`config.mk`:
```
export PLATFORM = sky130hd
export DESIGN_NAME = buf_seq
export DESIGN_NICKNAME = d
export VERILOG_FILES = /design/src/rtl/buf_seq_pkg.sv /design/src/rtl/tok_pipe.sv /design/src/rtl/buf_seq.sv
export SDC_FILE = /design/constraint.sdc
export NUM_CORES = 1
export LEC_CHECK = 0
export BUFFER_PORTS_ARGS = -buffer_cell sky130_fd_sc_hd__clkbuf_2
export CORE_MARGIN = 2
export CORE_UTILIZATION = 50
export DETAILED_ROUTE_END_ITERATION = 16
export GPL_TIMING_DRIVEN = 0
export PLACE_DENSITY = 0.79
export SYNTH_ARGS = -nofsm -noshare
export SYNTH_HDL_FRONTEND = slang
export SYNTH_SLANG_ARGS = --single-unit
```
`constraint.sdc`:
```
create_clock -name clk -period 2.9 [get_ports clk]
set_input_delay 0.58 -clock clk [delete_from_list [all_inputs] [get_ports clk]]
set_output_delay 0.58 -clock clk [all_outputs]
set_load 0.01 [all_outputs]
```
`src/rtl/buf_seq_pkg.sv`:
```
// Shared types and default latencies for the buffer sequencer.
package buf_seq_pkg;

  typedef enum logic [1:0] {
    IDLE  = 2'd0,
    EXEC  = 2'd1,
    DRAIN = 2'd2,
    FIN   = 2'd3
  } state_t;

  typedef logic [11:0] cnt_t;

  localparam int OUT_LAT_DEF = 3;
  localparam int WB_LAT_DEF  = 5;
  localparam int TOK_W       = 13;

endpackage

```
`src/rtl/tok_pipe.sv`:
```
// Fixed-depth delay line carrying {valid, oc} tokens out to the destination buffer.
module tok_pipe #(
  parameter int DEPTH = 3,
  parameter int WIDTH = 13
) (
  input  logic             clk,
  input  logic             reset,
  input  logic [WIDTH-1:0] din,
  output logic [WIDTH-1:0] dout
);

  logic [WIDTH-1:0] stage [DEPTH];

  always_ff @(posedge clk) begin
    if (reset) begin
      for (int i = 0; i < DEPTH; i++) stage[i] <= '0;
    end else begin
      stage[0] <= din;
      for (int i = 1; i < DEPTH; i++) stage[i] <= stage[i-1];
    end
  end

  assign dout = stage[DEPTH-1];

endmodule

```
`src/rtl/buf_seq.sv`:
```
// Source-read / output-ready sequencer for the MAC buffer path.
// state | meaning
// IDLE  | waiting for run
// EXEC  | issuing source reads, one per non-bubble cycle
// DRAIN | letting MAC pipe and write-back finish
// FIN   | one-cycle done pulse
module buf_seq
  import buf_seq_pkg::*;
#(
  parameter int OUT_LAT = OUT_LAT_DEF,
  parameter int WB_LAT  = WB_LAT_DEF
) (
  input  logic        clk,
  input  logic        reset,
  input  logic        run,
  input  logic [11:0] ss_m1,
  input  logic [11:0] ds_m1,
  input  logic        acc,
  input  logic        src_bank,
  input  logic        dst_bank,
  input  logic        host_v,
  output logic        busy,
  output logic        done,
  output logic        exec,
  output logic [12:0] ia,
  output logic        init,
  output logic        outr,
  output logic        accr,
  output logic [12:0] oa
);

  localparam int DW = $clog2(OUT_LAT + WB_LAT + 1);
  localparam logic [DW-1:0] DRAIN_LD = DW'(OUT_LAT + WB_LAT - 1);

  state_t state, state_nx;
  cnt_t   ic, oc, ss_r, ds_r;
  logic   acc_r, sb_r, db_r;
  logic [DW-1:0] drain_cnt;

  logic issue, last_in, last_out;
  logic [TOK_W-1:0] tok_in, tok_out;

  assign issue    = (state == EXEC) && !host_v;
  assign last_in  = (ic == ss_r);
  assign last_out = (oc == ds_r);

  always_ff @(posedge clk) begin
    if (reset) state <= IDLE;
    else       state <= state_nx;
  end

  always_comb begin
    state_nx = state;
    case (state)
      IDLE:    if (run) state_nx = EXEC;
      EXEC:    if (issue && last_in && last_out) state_nx = DRAIN;
      DRAIN:   if (drain_cnt == '0) state_nx = FIN;
      FIN:     state_nx = IDLE;
      default: state_nx = IDLE;
    endcase
  end

  always_ff @(posedge clk) begin
    if (reset) begin
      ic        <= '0;
      oc        <= '0;
      ss_r      <= '0;
      ds_r      <= '0;
      acc_r     <= 1'b0;
      sb_r      <= 1'b0;
      db_r      <= 1'b0;
      drain_cnt <= '0;
    end else begin
      if (state == IDLE && run) begin
        ss_r  <= ss_m1;
        ds_r  <= ds_m1;
        acc_r <= acc;
        sb_r  <= src_bank;
        db_r  <= dst_bank;
        ic    <= '0;
        oc    <= '0;
      end else if (issue) begin
        if (last_in) begin
          ic <= '0;
          oc <= oc + 12'd1;
        end else begin
          ic <= ic + 12'd1;
        end
      end
      if (state == EXEC && state_nx == DRAIN) drain_cnt <= DRAIN_LD;
      else if (state == DRAIN && drain_cnt != '0) drain_cnt <= drain_cnt - 1'b1;
    end
  end

  // One token per completed output; its oc rides along to form oa.
  assign tok_in = {issue && last_in, oc};

  tok_pipe #(.DEPTH(OUT_LAT), .WIDTH(TOK_W)) u_tok_pipe (
    .clk   (clk),
    .reset (reset),
    .din   (tok_in),
    .dout  (tok_out)
  );

  // Outputs are forced low while reset is asserted, before the state register clears.
  assign busy = !reset && (state == EXEC || state == DRAIN);
  assign done = !reset && (state == FIN);
  assign exec = !reset && issue;
  assign ia   = exec ? {sb_r, ic} : '0;
  assign init = exec && (ic == '0);
  assign outr = !reset && tok_out[TOK_W-1];
  assign accr = outr && acc_r;
  assign oa   = outr ? {db_r, tok_out[11:0]} : '0;

endmodule
```
==> metrics.cfg, run 1 <==
[status]
outcome=complete, no violations

[place]
dpl_worst_slack_ps=280
placed_area_um2=4660
hpwl_um=6730
portBuffers=62
globalplace.congestion=0.887
post-place-cells=654

[pwr]
ir_worst_vdd_mv=0.283
power_mw=2.52
p_per_area_nw_per_um2=517
p_leak_nw=1.89

[clock_tree]
clock-sinks=96
clkTransAtPathRegs_ps=110
clockBufferDepth=2
clock_latency_ps=370
cts_buffers=9
hold_buffers=0
cts_root_buf=clkbuf_8
cts_tree=done
cts_max_level=3

[timing]
final.setup.tns_ps=0
skew_ps=12.0
fin_ws_ps=176
hold_slack_ps=414
tightest_slew_ps=588
rsz0062_at_grt=no
fmax_mhz=367
min_period_ps=2720
setup_viol=0
slew_headroom=0.605
period_share=0.939
final_hold_viol_count=0
slew_violations=0

[global_route]
grt_pass1_vias=3406
grt_pass1_wl_um=15400
antenna_found_initial=0
grt_max_degree=21
grt.total_usage=0.215
overflow=0

[synthesis]
yosysWarningCount=0
synth_edf_count=0
synth_area_leader_cell=dfxtp_1
synth_cell_types=45
async_flop_share=0
yosys-top-cells-area=dfxtp_1 (46%), nand2_1 (6.7%), nor2b_1 (6.5%), a21oi_1 (5.0%), and2_1 (3.6%)
synth_top_area_share=0.455
synth_ff_type=dfxtp_1
syn_area_per_cell_um2=8.67
synth_seq_cells=96
syn-num-nets=527
syn-instance-count=487
ys_seq_area_frac=0.455
netlist_area_um2=4220

[route]
drt-vias-per-instance=5.29
top_layer=met4
route.met2.wl_um=4340
wl_met1_um=4150
dr_wl_met3_um=452
wl_per_cell_um=13.6
vias=3537
drc=0
ant_nets=0
drt_pass1_iterations=5
drtIter0Drc=176
drt-total-wl_um=9110

[layout]
final_common_cell=dfxtp_1
layout_common_cells=dfxtp_1 (96), nand2_1 (75), clkbuf_2 (63)
fin_util=0.592
layout.nets=599
layout-drive-gt1-share=0.172
syn2layout_area_growth_pct=15.3
layoutNonFillerInstCount=669
finalInstanceArea_um2=4860
fill_cells=733
antennaDiodeCount=0

[job]
max-cap-violations=0

[hold_path]
min_path_type=input port to flop

[critical_path]
worst_ep_required_time_ps=2320
worstSetupEndpointType=output pin
path_class=flop to output pin
cp.arrival_ps=2140
worst_setup_path_start_kind=flop
crit_fanout=11

[die]
start_util=0.514
num_rows=33
core_um2=8220
pin_count=63
die_w_um=95.9
die-area_um2=9190
die_y_um=95.9

## critical path, cell delays in order (launching register included)
cell and delay (ps):
dfxtp_1 380, inv_1 130, ha_1 240, nand2b_2 210, nor2_1 210, clkbuf_2 230
nand3_1 100, nor2_1 120, clkbuf_2 150
## layout make-up
| class | instances | area [um^2] | share of cell area |
|---|---|---|---|
| inverters | 10 | 37.5 | 0.00772 |
| clock buffers | 9 | 124 | 0.0255 |
| clock inverters | 7 | 78.8 | 0.0162 |
| repair buffers | 62 | 310 | 0.0638 |
| multi-input cells | 347 | 2090 | 0.431 |
| well taps | 105 | 131 | 0.0270 |
| flip-flops and latches | 96 | 1920 | 0.395 |
| plain buffers | 33 | 166 | 0.0342 |
## power breakdown
group / switching, mW / internal, mW / leakage, nW / total, mW
Combinational: 0.166 / 0.0930 / 1.01 / 0.259
Sequential: 0.0233 / 1.35 / 0.778 / 1.37
Clock: 0.538 / 0.348 / 0.104 / 0.886
## state kept, by name (all words and copies together) (netlist names)
register	cells
acc_r	1
db_r	1
drain_cnt	4
ds_r	12
ic	12
oc	12
sb_r	1
ss_r	12
state	2
u_tok_pipe.stage	39
## cells by family (layout without fill, tap and decap cells)
logic type,after synthesis,after routing,synth area share
buf+inv,44,121,0.0489
xor+xnor,29,29,0.0655
mux,1,1,0.00237
flops,96,96,0.455
fa+ha+maj,9,9,0.0267
compound gates,76,76,0.108
simple gates,232,232,0.293
## repair_timing
action	CTS	global route
resized for setup	1	2
pin swaps	0	0
buffers inserted	0	0
endpoints found under the setup margin	13	9
## synthesized netlist by cell type, types with 4 or more instances
| master | instances |
|---|---|
| clkbuf_1 | 24 |
| inv_1 | 10 |
| o21ai_0 | 6 |
| and2_1 | 24 |
| nand2_1 | 75 |
| nand4_1 | 4 |
| xor2_1 | 13 |
| nor2b_1 | 44 |
| ha_1 | 9 |
| nor3_1 | 15 |
| a31oi_1 | 5 |
| o31ai_1 | 6 |
| or4_1 | 4 |
| dfxtp_1 | 96 |
| buf_6 | 5 |
| a21oi_1 | 42 |
| xnor2_1 | 13 |
| or3_1 | 4 |
| nand3_1 | 20 |
| nor2_1 | 18 |
| nand2b_1 | 4 |
| nor4_1 | 6 |
| a211oi_1 | 4 |
| or4b_1 | 4 |
## path summary, 6_finish.rpt
check	startpoint	to	slack [ps]	cells after the start
worst max register to register	state[1]$_SDFF_PP0_	oc[5]$_SDFFE_PP0P_	570	6
worst min register to register	u_tok_pipe.stage[0][3]$_SDFF_PP0_	u_tok_pipe.stage[0][16]$_SDFF_PP0_	440	1
worst min-delay path	ss_m1[4]	ss_r[4]$_SDFFE_PP0P_	410	3
worst max-delay path	state[1]$_SDFF_PP0_	init	180	8
## metal layers
layer / vias to the layer above / GRT usage
met5: - / 0
met4: 0 / 0.0786
met3: 14 / 0.0493
met2: 91 / 0.366
met1: 1639 / 0.265
li1: 1793 / -
No activity file was read; power rests on OpenSTA's default activity.
==> run 2, diff against run 1 <==
--- a/config.mk
+++ b/config.mk
@@ -6,11 +6,12 @@
 export NUM_CORES = 1
 export LEC_CHECK = 0
 export BUFFER_PORTS_ARGS = -buffer_cell sky130_fd_sc_hd__clkbuf_2
+export CORE_ASPECT_RATIO = 1.4
 export CORE_MARGIN = 2
-export CORE_UTILIZATION = 50
+export CORE_UTILIZATION = 45
 export DETAILED_ROUTE_END_ITERATION = 16
 export GPL_TIMING_DRIVEN = 0
-export PLACE_DENSITY = 0.79
+export PLACE_DENSITY = 0.73
 export SYNTH_ARGS = -nofsm -noshare
 export SYNTH_HDL_FRONTEND = slang
 export SYNTH_SLANG_ARGS = --single-unit
==> metrics.cfg, run 2 (synthesis gave the netlist of run 1 again) <==
[route]
drt-vias-per-instance=5.26
drt_pass1_iterations=13
drc=3
vias=3523
drt-total-wl_um=9050
ant_nets=0
drtIter0Drc=102
wl_per_cell_um=13.5

[clock_tree]
cts_root_buf=clkbuf_16
clockBufferDepth=2
post_cts_buffers=0
cts_buffers=9
clock_latency_ps=340
cts_max_level=3
cts_tree=done
clock-sinks=96
clkTransAtPathRegs_ps=60
hold_buffers=0

[timing]
skew_ps=4.92
setup_viol=0
final_hold_viol_count=0
min_period_ps=2720
tightest_slew_ps=622
fmax_mhz=368
fin_ws_ps=179
period_share=0.938
slew_violations=0
slew_headroom=0.582
rsz0062_at_grt=no
final.setup.tns_ps=0

[layout]
regMostFlops=u_tok_pipe.stage
final_common_cell=dfxtp_1
largest_reg_flops=39
syn2layout_area_growth_pct=17.5
layout.nets=599
multi_input_comb_area_um2=2090
layout-drive-gt1-share=0.171
finalInstanceArea_um2=4960
layout_common_cells=dfxtp_1 (96), nand2_1 (75), clkbuf_2 (64)
fill_cells=833
ff_latch_area_um2=1920
antennaDiodeCount=0

[global_route]
grt_pass1_vias=3194
grt_pass1_wl_um=15100
overflow=0
grt.total_usage=0.186
antenna_found_initial=0
grt_max_degree=17

[critical_path]
worst_setup_path_start_kind=flop
worst_ep_required_time_ps=2320
crit_fanout=11
cp.arrival_ps=2140
worstSetupEndpointType=output pin
path_class=flop to output pin

[place]
hpwl_um=6720
dpl_worst_slack_ps=301
portBuffers=62
globalplace.congestion=0.861
placed_area_um2=4660

[die]
die_w_um=85.8
die_y_um=119
core_um2=9080
die-area_um2=10200
start_util=0.465
pin_count=63
num_rows=41

[status]
violations=design-rule violations
outcome=finished, violations left

[job]
max-cap-violations=0

[pwr]
p_per_area_nw_per_um2=565
p_leak_nw=1.93
ir_worst_vdd_mv=0.411

[hold_path]
min_path_type=flop to flop

==> run 2: cell type report <==
cell class / count / area share
flip-flops and latches: 96 / 0.388
clock buffers: 9 / 0.0454
plain buffers: 33 / 0.0338
well taps: 107 / 0.0270
clock inverters: 6 / 0.0139
multi-input cells: 347 / 0.422
inverters: 10 / 0.00757
repair buffers: 62 / 0.0626
==> run 2: report_power, final <==
part	internal, mW	switching (mW)
clock	0.667	0.500
combinational	0.0926	0.168
sequential	1.35	0.0230
==> run 2: critical path, cell delays in order, from the launching register on <==
cell and delay, ps:
dfxtp_1 360, inv_1 130, ha_1 230, nand2b_1 290, nor2_1 240, clkbuf_2 230
nand3_1 90, nor2_1 90, clkbuf_2 130
==> run 2: routing by layer <==
layer,GRT usage,wire length (um),up-vias
met5,0,0,-
met4,0.0873,285,0
met3,0.0496,437,21
met2,0.309,4580,95
met1,0.220,3740,1617
li1,-,-,1790
==> run 2: through the flow <==
step | hold WS [ps] | util | total power, mW | cells
6_report | 435 | 0.546 | 2.80 | 670
5_1_grt | 445 | 0.546 | 2.92 | 670
4_1_cts | 437 | 0.546 | 2.82 | 670
3_5_place_dp | 423 | 0.514 | 1.66 | 656
3_3_place_gp | 417 | 0.514 | 1.65 | 656
2_1_floorplan | 414 | - | 1.58 | 487
==> run 2: path summary, 6_finish.rpt <==
| check | startpoint | to | slack (ps) | depth (start not counted) |
|---|---|---|---|---|
| max | state[1]$_SDFF_PP0_ | init | 180 | 8 |
| min | u_tok_pipe.stage[0][24]$_SDFF_PP0_ | u_tok_pipe.stage[0][37]$_SDFF_PP0_ | 430 | 1 |
| max reg2reg | state[1]$_SDFF_PP0_ | oc[7]$_SDFFE_PP0P_ | 490 | 6 |
| min reg2reg | u_tok_pipe.stage[0][24]$_SDFF_PP0_ | u_tok_pipe.stage[0][37]$_SDFF_PP0_ | 430 | 1 |
==> run 2: what timing repair did <==
action	in CTS	in global routing
cloned	0	0
resized for setup	0	3
setup endpoints to repair	11	10
